--- config.mk ---
export PLATFORM = sky130hd
export DESIGN_NAME = program_memory_loader
export DESIGN_NICKNAME = d
export VERILOG_FILES = /design/src/rtl/program_memory_loader_pkg.sv /design/src/rtl/program_memory_loader_icsp_sync_edge.sv /design/src/rtl/program_memory_loader.sv
export SDC_FILE = /design/constraint.sdc
export NUM_CORES = 1
export LEC_CHECK = 0
export ABC_AREA = 1
export BUFFER_PORTS_ARGS = -buffer_cell sky130_fd_sc_hd__buf_4
export CAP_MARGIN = 20
export CORE_ASPECT_RATIO = 0.7
export CORE_MARGIN = 3
export CORE_UTILIZATION = 50
export DETAILED_ROUTE_END_ITERATION = 8
export HOLD_SLACK_MARGIN = 0.06
export MAX_ROUTING_LAYER = met4
export PLACE_DENSITY = 0.7
export SETUP_SLACK_MARGIN = 0.4
export SLEW_MARGIN = 0
export SYNTH_ARGS = -nofsm -noshare
export SYNTH_HDL_FRONTEND = slang
export SYNTH_SLANG_ARGS = --single-unit
--- constraint.sdc ---
create_clock -name clk -period 2.1 [get_ports clk]
set_clock_uncertainty 0.15 [all_clocks]
set_input_delay 0.21 -clock clk [delete_from_list [all_inputs] [get_ports clk]]
set_output_delay 0.21 -clock clk [all_outputs]
set_load 0.01 [all_outputs]
--- src/rtl/program_memory_loader_pkg.sv ---
// Shared definitions for the serial program-memory loader: command codes,
// frame sizes and FSM state encoding.
package program_memory_loader_pkg;

    localparam int CMD_BITS        = 6;
    localparam int DATA_FRAME_BITS = 16;

    localparam logic [CMD_BITS-1:0] CMD_LOAD_DATA  = 6'h02;
    localparam logic [CMD_BITS-1:0] CMD_INC_ADDR   = 6'h06;
    localparam logic [CMD_BITS-1:0] CMD_BEGIN_PROG = 6'h08;

    typedef enum logic [1:0] {
        ST_IDLE = 2'd0,
        ST_CMD  = 2'd1,
        ST_DATA = 2'd2,
        ST_PROG = 2'd3
    } state_t;

endpackage

--- src/rtl/program_memory_loader_icsp_sync_edge.sv ---
// Brings the programmer's clock/data pair into the clk domain and flags one
// bit per falling edge of the synchronised serial clock.
module icsp_sync_edge (
    input  logic clk,
    input  logic rst,
    input  logic icsp_clk,
    input  logic icsp_data,
    output logic bit_valid,
    output logic bit_value
);

    logic clk_s1, clk_s2, clk_s3;
    logic data_s1, data_s2;

    always_ff @(posedge clk or negedge rst) begin
        if (!rst) begin
            clk_s1  <= 1'b0;
            clk_s2  <= 1'b0;
            clk_s3  <= 1'b0;
            data_s1 <= 1'b0;
            data_s2 <= 1'b0;
        end else begin
            clk_s1  <= icsp_clk;
            clk_s2  <= clk_s1;
            clk_s3  <= clk_s2;
            data_s1 <= icsp_data;
            data_s2 <= data_s1;
        end
    end

    // Data shares the clock's synchroniser depth, so it lines up with the edge.
    assign bit_valid = clk_s3 & ~clk_s2;
    assign bit_value = data_s2;

endmodule

--- src/rtl/program_memory_loader.sv ---
// ICSP-style serial writer for the instruction store: decodes 6-bit commands
// and 16-bit data frames, and drives the program memory write port.
module program_memory_loader #(
    parameter int ADDR_WIDTH  = 13,
    parameter int INSTR_WIDTH = 14,
    parameter int PROG_CYCLES = 16
) (
    input  logic                   clk,
    input  logic                   rst,
    input  logic                   prog_en,
    input  logic                   icsp_clk,
    input  logic                   icsp_data,
    output logic                   wr_en,
    output logic [ADDR_WIDTH-1:0]  wr_addr,
    output logic [INSTR_WIDTH-1:0] wr_data,
    output logic                   busy,
    output logic                   cpu_hold
);
    import program_memory_loader_pkg::*;

    localparam int PCW = $clog2(PROG_CYCLES + 1);

    state_t                 state;
    logic [INSTR_WIDTH-1:0] shift_sr;
    logic [3:0]             bit_cnt;
    logic                   cmd_pend;
    logic [PCW-1:0]         prog_cnt;
    logic                   bit_valid;
    logic                   bit_value;

    icsp_sync_edge u_sync (
        .clk       (clk),
        .rst       (rst),
        .icsp_clk  (icsp_clk),
        .icsp_data (icsp_data),
        .bit_valid (bit_valid),
        .bit_value (bit_value)
    );

    // The shifter only keeps data bits 1..14: the start bit falls off the
    // bottom and the stop bit is never shifted in. Commands land in the top bits.
    always_ff @(posedge clk or negedge rst) begin
        if (!rst) begin
            state    <= ST_IDLE;
            shift_sr <= '0;
            bit_cnt  <= '0;
            cmd_pend <= 1'b0;
            prog_cnt <= '0;
            wr_en    <= 1'b0;
            wr_addr  <= '0;
            wr_data  <= '0;
            busy     <= 1'b0;
            cpu_hold <= 1'b0;
        end else begin
            cpu_hold <= prog_en;
            wr_en    <= 1'b0;
            if (!prog_en) begin
                state    <= ST_IDLE;
                shift_sr <= '0;
                bit_cnt  <= '0;
                cmd_pend <= 1'b0;
                prog_cnt <= '0;
                wr_addr  <= '0;
                busy     <= 1'b0;
            end else begin
                case (state)
                    ST_IDLE: begin
                        state   <= ST_CMD;
                        bit_cnt <= '0;
                    end
                    ST_CMD: begin
                        if (cmd_pend) begin
                            cmd_pend <= 1'b0;
                            case (shift_sr[INSTR_WIDTH-1 -: CMD_BITS])
                                CMD_LOAD_DATA: begin
                                    state   <= ST_DATA;
                                    bit_cnt <= '0;
                                end
                                CMD_INC_ADDR: wr_addr <= wr_addr + ADDR_WIDTH'(1);
                                CMD_BEGIN_PROG: begin
                                    wr_en    <= 1'b1;
                                    busy     <= 1'b1;
                                    prog_cnt <= PCW'(PROG_CYCLES);
                                    state    <= ST_PROG;
                                end
                                default: ;
                            endcase
                        end else if (bit_valid) begin
                            shift_sr <= {bit_value, shift_sr[INSTR_WIDTH-1:1]};
                            if (bit_cnt == 4'(CMD_BITS - 1)) begin
                                bit_cnt  <= '0;
                                cmd_pend <= 1'b1;
                            end else begin
                                bit_cnt <= bit_cnt + 4'd1;
                            end
                        end
                    end
                    ST_DATA: begin
                        if (bit_valid) begin
                            if (bit_cnt == 4'(DATA_FRAME_BITS - 1)) begin
                                wr_data <= shift_sr;
                                bit_cnt <= '0;
                                state   <= ST_CMD;
                            end else begin
                                shift_sr <= {bit_value, shift_sr[INSTR_WIDTH-1:1]};
                                bit_cnt  <= bit_cnt + 4'd1;
                            end
                        end
                    end
                    ST_PROG: begin
                        // Serial edges arriving here are dropped on purpose.
                        if (prog_cnt <= PCW'(1)) begin
                            busy     <= 1'b0;
                            prog_cnt <= '0;
                            state    <= ST_CMD;
                        end else begin
                            prog_cnt <= prog_cnt - PCW'(1);
                        end
                    end
                    default: state <= ST_IDLE;
                endcase
            end
        end
    end

endmodule
==> run_results.csv, run 1 <==
group,metric,value,unit
status,status,"complete, no violations",
pwr,leakage,1.93,nW
setup_path,worst-path-buf-inv,2,
global_routing,grt_pass1_vias,2394,
timing,hold_violations,0,
final_layout,n_antenna_cell,0,
floorplanning,ios,35,
clocking,clk_latency,0.34,ns
setup_path,crit_cells,10,
clocking,h-tree-depth,3,
synth,synth_seq_cells,61,
setup_path,startpoint_type,"flop",
run,maxCapViolations,0,
route,drt_wl_total,7040,um
timing,report.final.slew_viol_count,0,
final_layout,fillers,458,
synth,synth_top_area_share,49.3,%
timing,slew_headroom,47.7,%
timing,finalSetupViolCount,0,
setup_path,rr_endpoint,"state[1]$_DFFE_PN0P_",
setup_path,path_cells,"ha_4 -> nand2_4 -> inv_6 -> nand2_4 -> buf_4 -> nand2_2 -> a21oi_2 -> nand3_2 -> nand2_1 -> o21ai_1",
final_layout,area_growth,31.4,%
floorplanning,die_x,100,um
clocking,clock_sinks,61,
timing,min_period,1.78,ns
synth,synth_cell_type_count,32,
floorplanning,core_area,5840,um^2
setup_path,cp_data_required_time,2.17,ns
clocking,cts_made_buffers,9,
placed_design,io_buffer_count,34,
pwr,ir_drop,0.525,mV
placed_design,place_hpwl,4220,um
timing,timing.final.crit_share,84.7,%
floorplanning,rows,23,
synth,syn_nets,368,
global_routing,globalRouteTotalUtil,20.8,%
setup_path,worst_path_max_delay_cell,"dfrtp_2",
synth,synth_edf_count,0,
route,wl_per_cell,14.2,um
synth,synth_top_area_cell,"dfrtp_1",
setup_path,crit_top_cell,"nand2_4",
synth,ys_seq_area_share,49.3,%
setup_path,cp_slowest_stage_delay,0.45,ns
route,drc,0,
final_layout,drive_above_1_share,35.6,%
route,viasPerCell,5.26,
timing,rsz0062_at_grt,"yes",
synth,syn_inst,354,
setup_path,regToRegSetupSlack,0.32,ns
setup_path,arrival,1.85,ns
setup_path,crit_family,"simple AND/OR/NAND/NOR gates",
final_layout,final_common_cell,"nand2_1",
synth,netlist_top_cells_area,"dfrtp_1 (49%), nand2_1 (12%), inv_1 (4.1%)",
setup_path,crit_start,"state[0]$_DFFE_PN0P_",
timing,tightestPinTransition,0.784,ns
synth,synth-main-ff-cell,"dfrtp_1",
global_routing,grt_max_degree,62,
timing,setup_tns,0,ns
min_path,hold_class,"reg2reg",
pwr,p_per_area,976,nW/um^2
clocking,cts_tree,"done",
setup_path,cp_max_fo,6,
route,via_count,2596,
setup_path,crit_path_end_kind,"flop",
global_routing,antenna_found_initial,0,
setup_path,reg2regPathDepth,10,
synth,yosys_warnings,0,
floorplanning,initial_utilization,53.0,%
route,ant_nets,0,
global_routing,grt_first_pass_wirelength,11500,um
placed_design,gp_congestion,0.940,
setup_path,reg2reg_from,"state[0]$_DFFE_PN0P_",
final_layout,utilization,69.6,%
route,dr.pass1.iters,4,
global_routing,overflow,0,
clocking,clock_path_buffers,2,
floorplanning,die-area,7180,um^2
timing,max_freq,0.562,GHz
clocking,cts-root-buf,"clkbuf_8",
clocking,clkTransAtPathRegs,0.07,ns
final_layout,fin_nets,429,
synth,async_reset_ff_share,100,%
synth,synth_area,3090,um^2
synth,synth_area_per_cell,8.74,um^2
setup_path,crit_path_end,"state[1]$_DFFE_PN0P_",
floorplanning,die_h,71.8,um
setup_path,path_class,"reg2reg",
final_layout,final_cell_mix,"nand2_1 (81), dfrtp_1 (60), buf_4 (46)",
route,first_iter_violations,125,
## through the flow
stage / power [W] / setup WS [ns] / std cells / hold WS, ns / instance area (um^2)
global route: 0.00423 / 0.232 / 494 / 0.213 / 4070
finish: 0.00397 / 0.321 / 494 / 0.206 / 4070
global placement: 0.00227 / 0.259 / 457 / 0.170 / 3410
detailed placement: 0.00229 / 0.180 / 457 / 0.171 / 3410
floorplan: 0.00206 / 0.427 / 354 / -0.236 / 3100
CTS: 0.00357 / 0.413 / 482 / 0.209 / 3780
## flip-flops by register name, indices dropped and copies added, names as in the netlist, 2 cells and up
signal    flops
wr_data      14
bit_cnt       4
state         2
shift_sr     14
wr_addr      13
prog_cnt      5
## metal layers
metal	GRT usage, %	wire (um)	share of wire (%)
met1	30.0	3410	48
met5	-	0	0
met3	6.42	466	6.6
met4	4.78	27	0.38
met2	28.8	3130	45
## power by group
part | internal (W) | switching [W]
registers | 0.00127 | 0.000104
clock network | 0.000661 | 0.000475
logic | 0.000632 | 0.000826
## Yosys cell counts, types with 3 or more instances
cell	n
nor3_1	8
o21ai_0	16
ha_1	9
nand2_1	97
o21ai_1	4
dfrtp_1	61
nor2_1	32
mux2_2	8
nand3_1	22
o21bai_1	3
buf_6	4
o21ai_2	14
inv_1	34
nand4_1	10
a21oi_1	5
nand2_2	4
## logic make-up after synthesis
kind of cell / share of synthesized area [%]
AOI/OAI and AO/OA: 10.5
adders and majority gates: 3.64
muxes: 3.88
buffers and inverters: 6.51
DFF: 49.3
and+or+nand+nor: 25.3
xor gates and xnor gates: 0.849
## final cells by class
class	count	area [um^2]	share of cell area, %
multi-input cells	250	1590	39.0
clock buffers	9	124	3.05
well taps	75	93.8	2.31
repair buffers	57	504	12.4
inverters	36	143	3.51
flip-flops and latches	61	1530	37.6
clock inverters	6	88.8	2.18
## worst min-delay path by stage
| stage | slack, ns | depth (start not counted) | from | endpoint |
|---|---|---|---|---|
| after global placement | 0.17 | 1 | icsp_clk | u_sync.clk_s1$_DFF_PN0_ |
| after detailed placement | 0.17 | 1 | icsp_clk | u_sync.clk_s1$_DFF_PN0_ |
| final | 0.21 | 0 | u_sync.data_s1$_DFF_PN0_ | u_sync.bit_value$_DFF_PN0_ |
| after floorplan | -0.24 | 0 | rst | bit_cnt[0]$_DFFE_PN0P_ |
| after CTS | 0.21 | 0 | u_sync.data_s1$_DFF_PN0_ | u_sync.bit_value$_DFF_PN0_ |
| after global routing | 0.21 | 0 | u_sync.data_s1$_DFF_PN0_ | u_sync.bit_value$_DFF_PN0_ |
## timing repair
item | 4_1_cts | 5_1_grt
hold endpoints to repair | 64 | 0
hold buffers | 4 | 0
cloned | 1 | 3
gates resized for setup | 20 | 50
setup endpoints to repair | 49 | 49
buffers inserted | 5 | 9
pin swaps | 4 | 13
Note: power is estimated with default switching activity, not from simulation.
==> inputs of run 2 (changes only) <==
--- a/config.mk
+++ b/config.mk
@@ -14,7 +14,7 @@
 export DETAILED_ROUTE_END_ITERATION = 8
 export HOLD_SLACK_MARGIN = 0.06
 export MAX_ROUTING_LAYER = met4
-export PLACE_DENSITY = 0.7
+export PLACE_DENSITY = 0.73
 export SETUP_SLACK_MARGIN = 0.4
 export SLEW_MARGIN = 0
 export SYNTH_ARGS = -nofsm -noshare
==> constraint.sdc (replaced) <==
create_clock -name clk -period 1.6 [get_ports clk]
set_clock_uncertainty 0.15 [all_clocks]
set_input_delay 0.16 -clock clk [delete_from_list [all_inputs] [get_ports clk]]
set_output_delay 0.16 -clock clk [all_outputs]
set_load 0.01 [all_outputs]
==> run 2 against run 1 <==
Net effect:
- the run now ends with negative setup slack left
- register-to-register slack lost 0.54 ns
- core utilization grew 10 points
- power is 36% higher
- non-clock buffer count increased by 42
- combinational power rose by 49%
- global-route usage rose by 3.9 points
- cell count rose by 8.7%
- setup slack got worse by 0.54 ns
- sequential power increased by 30%
- first-iteration DRC count grew 96%
- critical endpoint is now state[0]$_DFFE_PN0P_
==> run_results.csv, run 2 (same netlist as run 1, synthesis figures left out) <==
group,metric,value,unit
timing,setup_slack,-0.217,ns
global_routing,grt_pass1_vias,2793,
global_routing,overflow,0,
floorplanning,die_x,100,um
clocking,clk_latency,0.35,ns
final_layout,final_common_cell,"nand2_1",
setup_path,cp_max_fo,4,
status,status,"complete, but fails checks",
final_layout,reg_top3,"shift_sr (14), wr_data (14), wr_addr (13)",
clocking,clock_path_buffers,2,
floorplanning,rows,23,
clocking,cts_tree,"done",
floorplanning,initial_utilization,53.0,%
setup_path,arrival,1.90,ns
status,violations,"negative setup slack",
final_layout,area_growth,50.7,%
pwr,p_total,0.00539,W
global_routing,antenna_found_initial,0,
route,dr.pass1.iters,5,
global_routing,grt_first_pass_wirelength,13400,um
placed_design,io_buffer_count,34,
timing,setup_tns,-6.75,ns
pwr,p_per_area,1160,nW/um^2
pwr,leakage,2.24,nW
timing,rsz0062_at_grt,"yes",
final_layout,final_cell_mix,"nand2_1 (78), dfrtp_1 (55), buf_4 (48)",
clocking,cts-root-buf,"clkbuf_8",
clocking,clkTransAtPathRegs,0.08,ns
floorplanning,die-area,7180,um^2
setup_path,cp_data_required_time,1.68,ns
placed_design,dpl_worst_slack,-0.140,ns
final_layout,n_antenna_cell,0,
setup_path,crit_start,"state[1]$_DFFE_PN0P_",
route,wl_per_cell,17.5,um
floorplanning,core_area,5840,um^2
route,first_iter_violations,245,
floorplanning,die_h,71.8,um
timing,slew_headroom,74.3,%
setup_path,reg2reg_from,"state[1]$_DFFE_PN0P_",
setup_path,crit_path_end_kind,"flop",
timing,hold_violations,0,
route,ant_nets,0,
setup_path,startpoint_type,"flop",
placed_design,gp_congestion,0.898,
clocking,h-tree-depth,3,
timing,max_freq,0.550,GHz
timing,tightestPinTransition,0.385,ns
timing,finalSetupViolCount,53,
final_layout,drive_above_1_share,47.0,%
timing,min_period,1.82,ns
clocking,cts_made_buffers,9,
route,drc,0,
route,drt_wl_total,9380,um
final_layout,fin_nets,471,
run,maxCapViolations,0,
timing,report.final.slew_viol_count,0,
pwr,ir_drop,0.634,mV
floorplanning,ios,35,
setup_path,path_class,"reg2reg",
clocking,clock_sinks,61,
timing,holdWs,0.0767,ns
route,viasPerCell,5.54,
min_path,hold_class,"in2async",
timing,timing.final.crit_share,114,%
placed_design,place_hpwl,4900,um
global_routing,grt_max_degree,32,
global_routing,globalRouteTotalUtil,24.7,%
route,via_count,2976,
==> run 2: cell count changes in the layout (fill, tap and decap cells not counted), moves of 4 or more <==
cell / delta
buf_6: +38
o21ai_0: -7
buf_12: +4
nand3_1: -6
dfrtp_1: -5
dfrtp_2: +5
nand3_2: +4
o21ai_1: +4
==> run 2: worst paths after layout <==
kind	slack [ns]	depth (start not counted)	to
worst max-delay path	-0.22	10	state[0]$_DFFE_PN0P_
min in group clk	0.11	3	wr_addr[4]$_DFFE_PN0P_
max in group asynchronous	0.72	3	state[0]$_DFFE_PN0P_
worst max register to register	-0.22	10	state[0]$_DFFE_PN0P_
worst min register to register	0.20	0	u_sync.bit_value$_DFF_PN0_
worst min-delay path	0.08	2	wr_addr[4]$_DFFE_PN0P_
==> run 2: power by group <==
part,leakage (nW),internal (W),switching [W]
logic,1.32,0.000933,0.00124
clock network,0.100,0.000727,0.000688
registers,0.819,0.00167,0.000130
total,2.24,0.00333,0.00206
==> run 2: worst max-delay path, cell delays in order (launching register included) <==
cell     delay [ns]
dfrtp_2        0.43
buf_6          0.13
ha_4           0.18
nand2_4        0.09
inv_4          0.05
nand2_4        0.09
nand2_2        0.06
a21oi_2        0.14
nand3_2        0.16
nand2_1        0.12
o21ai_1        0.08
==> run 2: cell type report <==
type | count | area [um^2]
fill | 337 | 1180
clock buffer | 9 | 124
timing repair buffer | 99 | 990
tap | 75 | 93.8
sequential | 61 | 1530
multi-input combinational | 250 | 1700
clock inverter | 7 | 73.8
inverter | 36 | 150
==> run 2: stage by stage <==
stage	cell area, um^2	util [%]	std cells
after floorplan	3210	-	354
after global placement	3770	64.5	487
after detailed placement	3770	64.5	487
after CTS	4380	75.0	526
after global routing	4660	79.8	537
final	4660	79.8	537
==> run 2: routing by layer <==
layer	track usage [%]	vias to the layer above	wire, um
met5	-	-	0
met4	8.97	0	279
li1	-	1370	-
met1	31.8	1403	3930
met2	38.4	166	4490
met3	6.03	37	686
==> run 2: what timing repair did <==
item	CTS	global route
endpoints found under the setup margin	75	83
buffers inserted	18	10
pin swaps	20	10
cloned	1	1
endpoints found under the hold margin	65	0
resized for setup	62	48
hold buffers	4	0
==> inputs of run 3 (changes only) <==
--- a/config.mk
+++ b/config.mk
@@ -14,7 +14,7 @@
 export DETAILED_ROUTE_END_ITERATION = 8
 export HOLD_SLACK_MARGIN = 0.06
 export MAX_ROUTING_LAYER = met4
-export PLACE_DENSITY = 0.73
+export PLACE_DENSITY = 0.81
 export SETUP_SLACK_MARGIN = 0.4
 export SLEW_MARGIN = 0
 export SYNTH_ARGS = -nofsm -noshare
==> run 3 against run 2 <==
Net effect:
- the run still ends with negative setup slack left
- global-route usage shrank 1.4 points
- core utilization fell by 0.17 points
- setup slack better by 0.0083 ns
- die area unchanged
- via count shrank 1.9%
- power is 3.3% higher
- largest cell class unchanged
- non-clock buffer count decreased by 3
- sequential share of layout area increased by 0.071 points
- combinational power about the same
==> run_results.csv, run 3 (same netlist as run 1, synthesis figures left out) <==
group,metric,value,unit
clocking,h-tree-depth,3,
final_layout,utilization,79.7,%
setup_path,regToRegSetupSlack,-0.21,ns
min_path,hold_class,"in2reg",
final_layout,final_common_cell,"nand2_1",
floorplanning,core_area,5840,um^2
setup_path,cp_slowest_stage_delay,0.44,ns
setup_path,reg2regPathDepth,10,
global_routing,globalRouteTotalUtil,23.3,%
placed_design,gp_congestion,0.922,
pwr,ir_drop,0.754,mV
route,drt_wl_total,8710,um
pwr,swShare,36.8,%
floorplanning,die_x,100,um
status,status,"complete, but fails checks",
route,wl_per_cell,16.3,um
timing,tightestPinTransition,0.444,ns
setup_path,crit_start,"state[1]$_DFFE_PN0P_",
setup_path,path_cells,"buf_6 -> ha_4 -> nor2_2 -> nand2_1 -> nand2_2 -> inv_1 -> nand4_1 -> nand2_1 -> nand2_1 -> nor2_1",
setup_path,cp_data_required_time,1.70,ns
global_routing,antenna_found_initial,0,
clocking,clock_path_buffers,2,
placed_design,io_buffer_count,34,
timing,report.final.slew_viol_count,0,
placed_design,dp_cells,481,
floorplanning,rows,23,
floorplanning,initial_utilization,53.0,%
setup_path,cp_max_fo,3,
timing,slew_headroom,70.3,%
floorplanning,ios,35,
final_layout,final_cell_mix,"nand2_1 (71), dfrtp_1 (55), buf_4 (46)",
route,first_iter_violations,254,
final_layout,drive_above_1_share,47.3,%
setup_path,crit_top_cell,"nand2_1",
timing,finalSetupViolCount,52,
setup_path,worst_path_max_delay_cell,"dfrtp_1",
placed_design,place_hpwl,4970,um
pwr,intPower,0.00352,W
timing,hold_violations,0,
final_layout,area_growth,50.4,%
route,ant_nets,0,
timing,max_freq,0.553,GHz
final_layout,final_cells,534,
setup_path,crit_path_end,"bit_cnt[3]$_DFFE_PN0P_",
global_routing,grt_max_degree,33,
final_layout,fin_nets,468,
timing,rsz0062_at_grt,"yes",
pwr,p_clk_share,28.2,%
run,maxCapViolations,0,
timing,timing.final.crit_share,113,%
global_routing,overflow,0,
clocking,cts-root-buf,"clkbuf_8",
final_layout,reg_top3,"shift_sr (14), wr_data (14), wr_addr (13)",
route,dr.pass1.iters,5,
timing,min_period,1.81,ns
pwr,p_total,0.00557,W
clocking,clkTransAtPathRegs,0.07,ns
setup_path,crit_path_end_kind,"flop",
clocking,clock_sinks,61,
route,via_count,2918,
floorplanning,die-area,7180,um^2
pwr,combPwrFrac,39.5,%
setup_path,startpoint_type,"flop",
clocking,cts_tree,"done",
pwr,leakage,2.22,nW
setup_path,reg2reg_from,"state[1]$_DFFE_PN0P_",
route,drc,0,
timing,setup_slack,-0.209,ns
setup_path,rr_endpoint,"bit_cnt[3]$_DFFE_PN0P_",
final_layout,fillers,320,
pwr,seq_power_share,32.4,%
pwr,p_per_area,1200,nW/um^2
clocking,clk_latency,0.35,ns
global_routing,grt_first_pass_wirelength,12800,um
pwr,p_switching,0.00205,W
final_layout,n_antenna_cell,0,
route,viasPerCell,5.46,
setup_path,path_class,"reg2reg",
min_path,min_from,"prog_en",
status,violations,"negative setup slack",
floorplanning,die_h,71.8,um
global_routing,grt_pass1_vias,2796,
clocking,cts_made_buffers,9,
setup_path,arrival,1.91,ns
placed_design,dpl_worst_slack,-0.158,ns
==> run 3: cell count changes in the layout (fill, tap and decap cells not counted), sizes merged, moves of 2 or more <==
cell,previous run,this run
buf,95,89
dlygate4sd3,4,6
inv,38,36
clkinv,3,5
==> run 3: worst min path at each step <==
stage / endpoint / slack, ns / cells past startpoint
floorplan: bit_cnt[0]$_DFFE_PN0P_ / -0.29 / 0
global placement: wr_addr[11]$_DFFE_PN0P_ / -0.02 / 1
detailed placement: wr_addr[11]$_DFFE_PN0P_ / -0.02 / 1
CTS: wr_addr[2]$_DFFE_PN0P_ / 0.08 / 3
global route: wr_addr[2]$_DFFE_PN0P_ / 0.08 / 3
finish: wr_addr[2]$_DFFE_PN0P_ / 0.08 / 3
==> run 3: routing by layer <==
layer	part of all wire, %	vias to the layer above	GRT usage, %
li1	-	1356	-
met1	43	1444	29.0
met2	50	102	36.7
met3	5.9	16	8.27
met4	1.8	0	5.68
met5	0	-	-
==> run 3: critical path: cells and delay by family (launching register included) <==
| kind | cells | cell delay [ns] |
|---|---|---|
| fa+ha+maj | 1 | 0.16 |
| buf+inv | 2 | 0.20 |
| flops | 1 | 0.44 |
| simple gates | 7 | 0.74 |
==> run 3: area by class of cell <==
type	count	area, um^2	share of cell area, %
Inverter	36	150	3.23
Timing Repair Buffer	96	966	20.8
Multi-Input combinational cell	250	1690	36.2
Tap cell	75	93.8	2.02
Sequential cell	61	1530	33.0
Clock inverter	7	100	2.15
Clock buffer	9	124	2.66
==> run 3: what timing repair did <==
| item | CTS | global route |
|---|---|---|
| gates resized for setup | 46 | 62 |
| pin swaps | 11 | 19 |
| endpoints found under the hold margin | 69 | 0 |
| setup endpoints to repair | 74 | 83 |
| buffers inserted | 13 | 15 |
| cloned | 1 | 2 |
| hold buffers | 6 | 0 |
==> run 3: power groups by stage <==
stage                     Combinational [W]  Sequential (W)  Clock (W)
after detailed placement            0.00150         0.00182          0
after global placement              0.00145         0.00181          0
after global routing                0.00236         0.00181    0.00166
after CTS                           0.00173         0.00179    0.00158
after floorplan                     0.00103         0.00181          0
final                               0.00220         0.00180    0.00157
==> run 3: metrics by stage <==
| step | instance area, um^2 | hold WS, ns | setup TNS [ns] |
|---|---|---|---|
| floorplan | 3210 | -0.286 | -0.0685 |
| global placement | 3720 | -0.0191 | -1.36 |
| finish | 4650 | 0.0783 | -6.65 |
| global route | 4650 | 0.0824 | -8.86 |
| CTS | 4280 | 0.0753 | -2.25 |
| detailed placement | 3720 | -0.0156 | -3.68 |
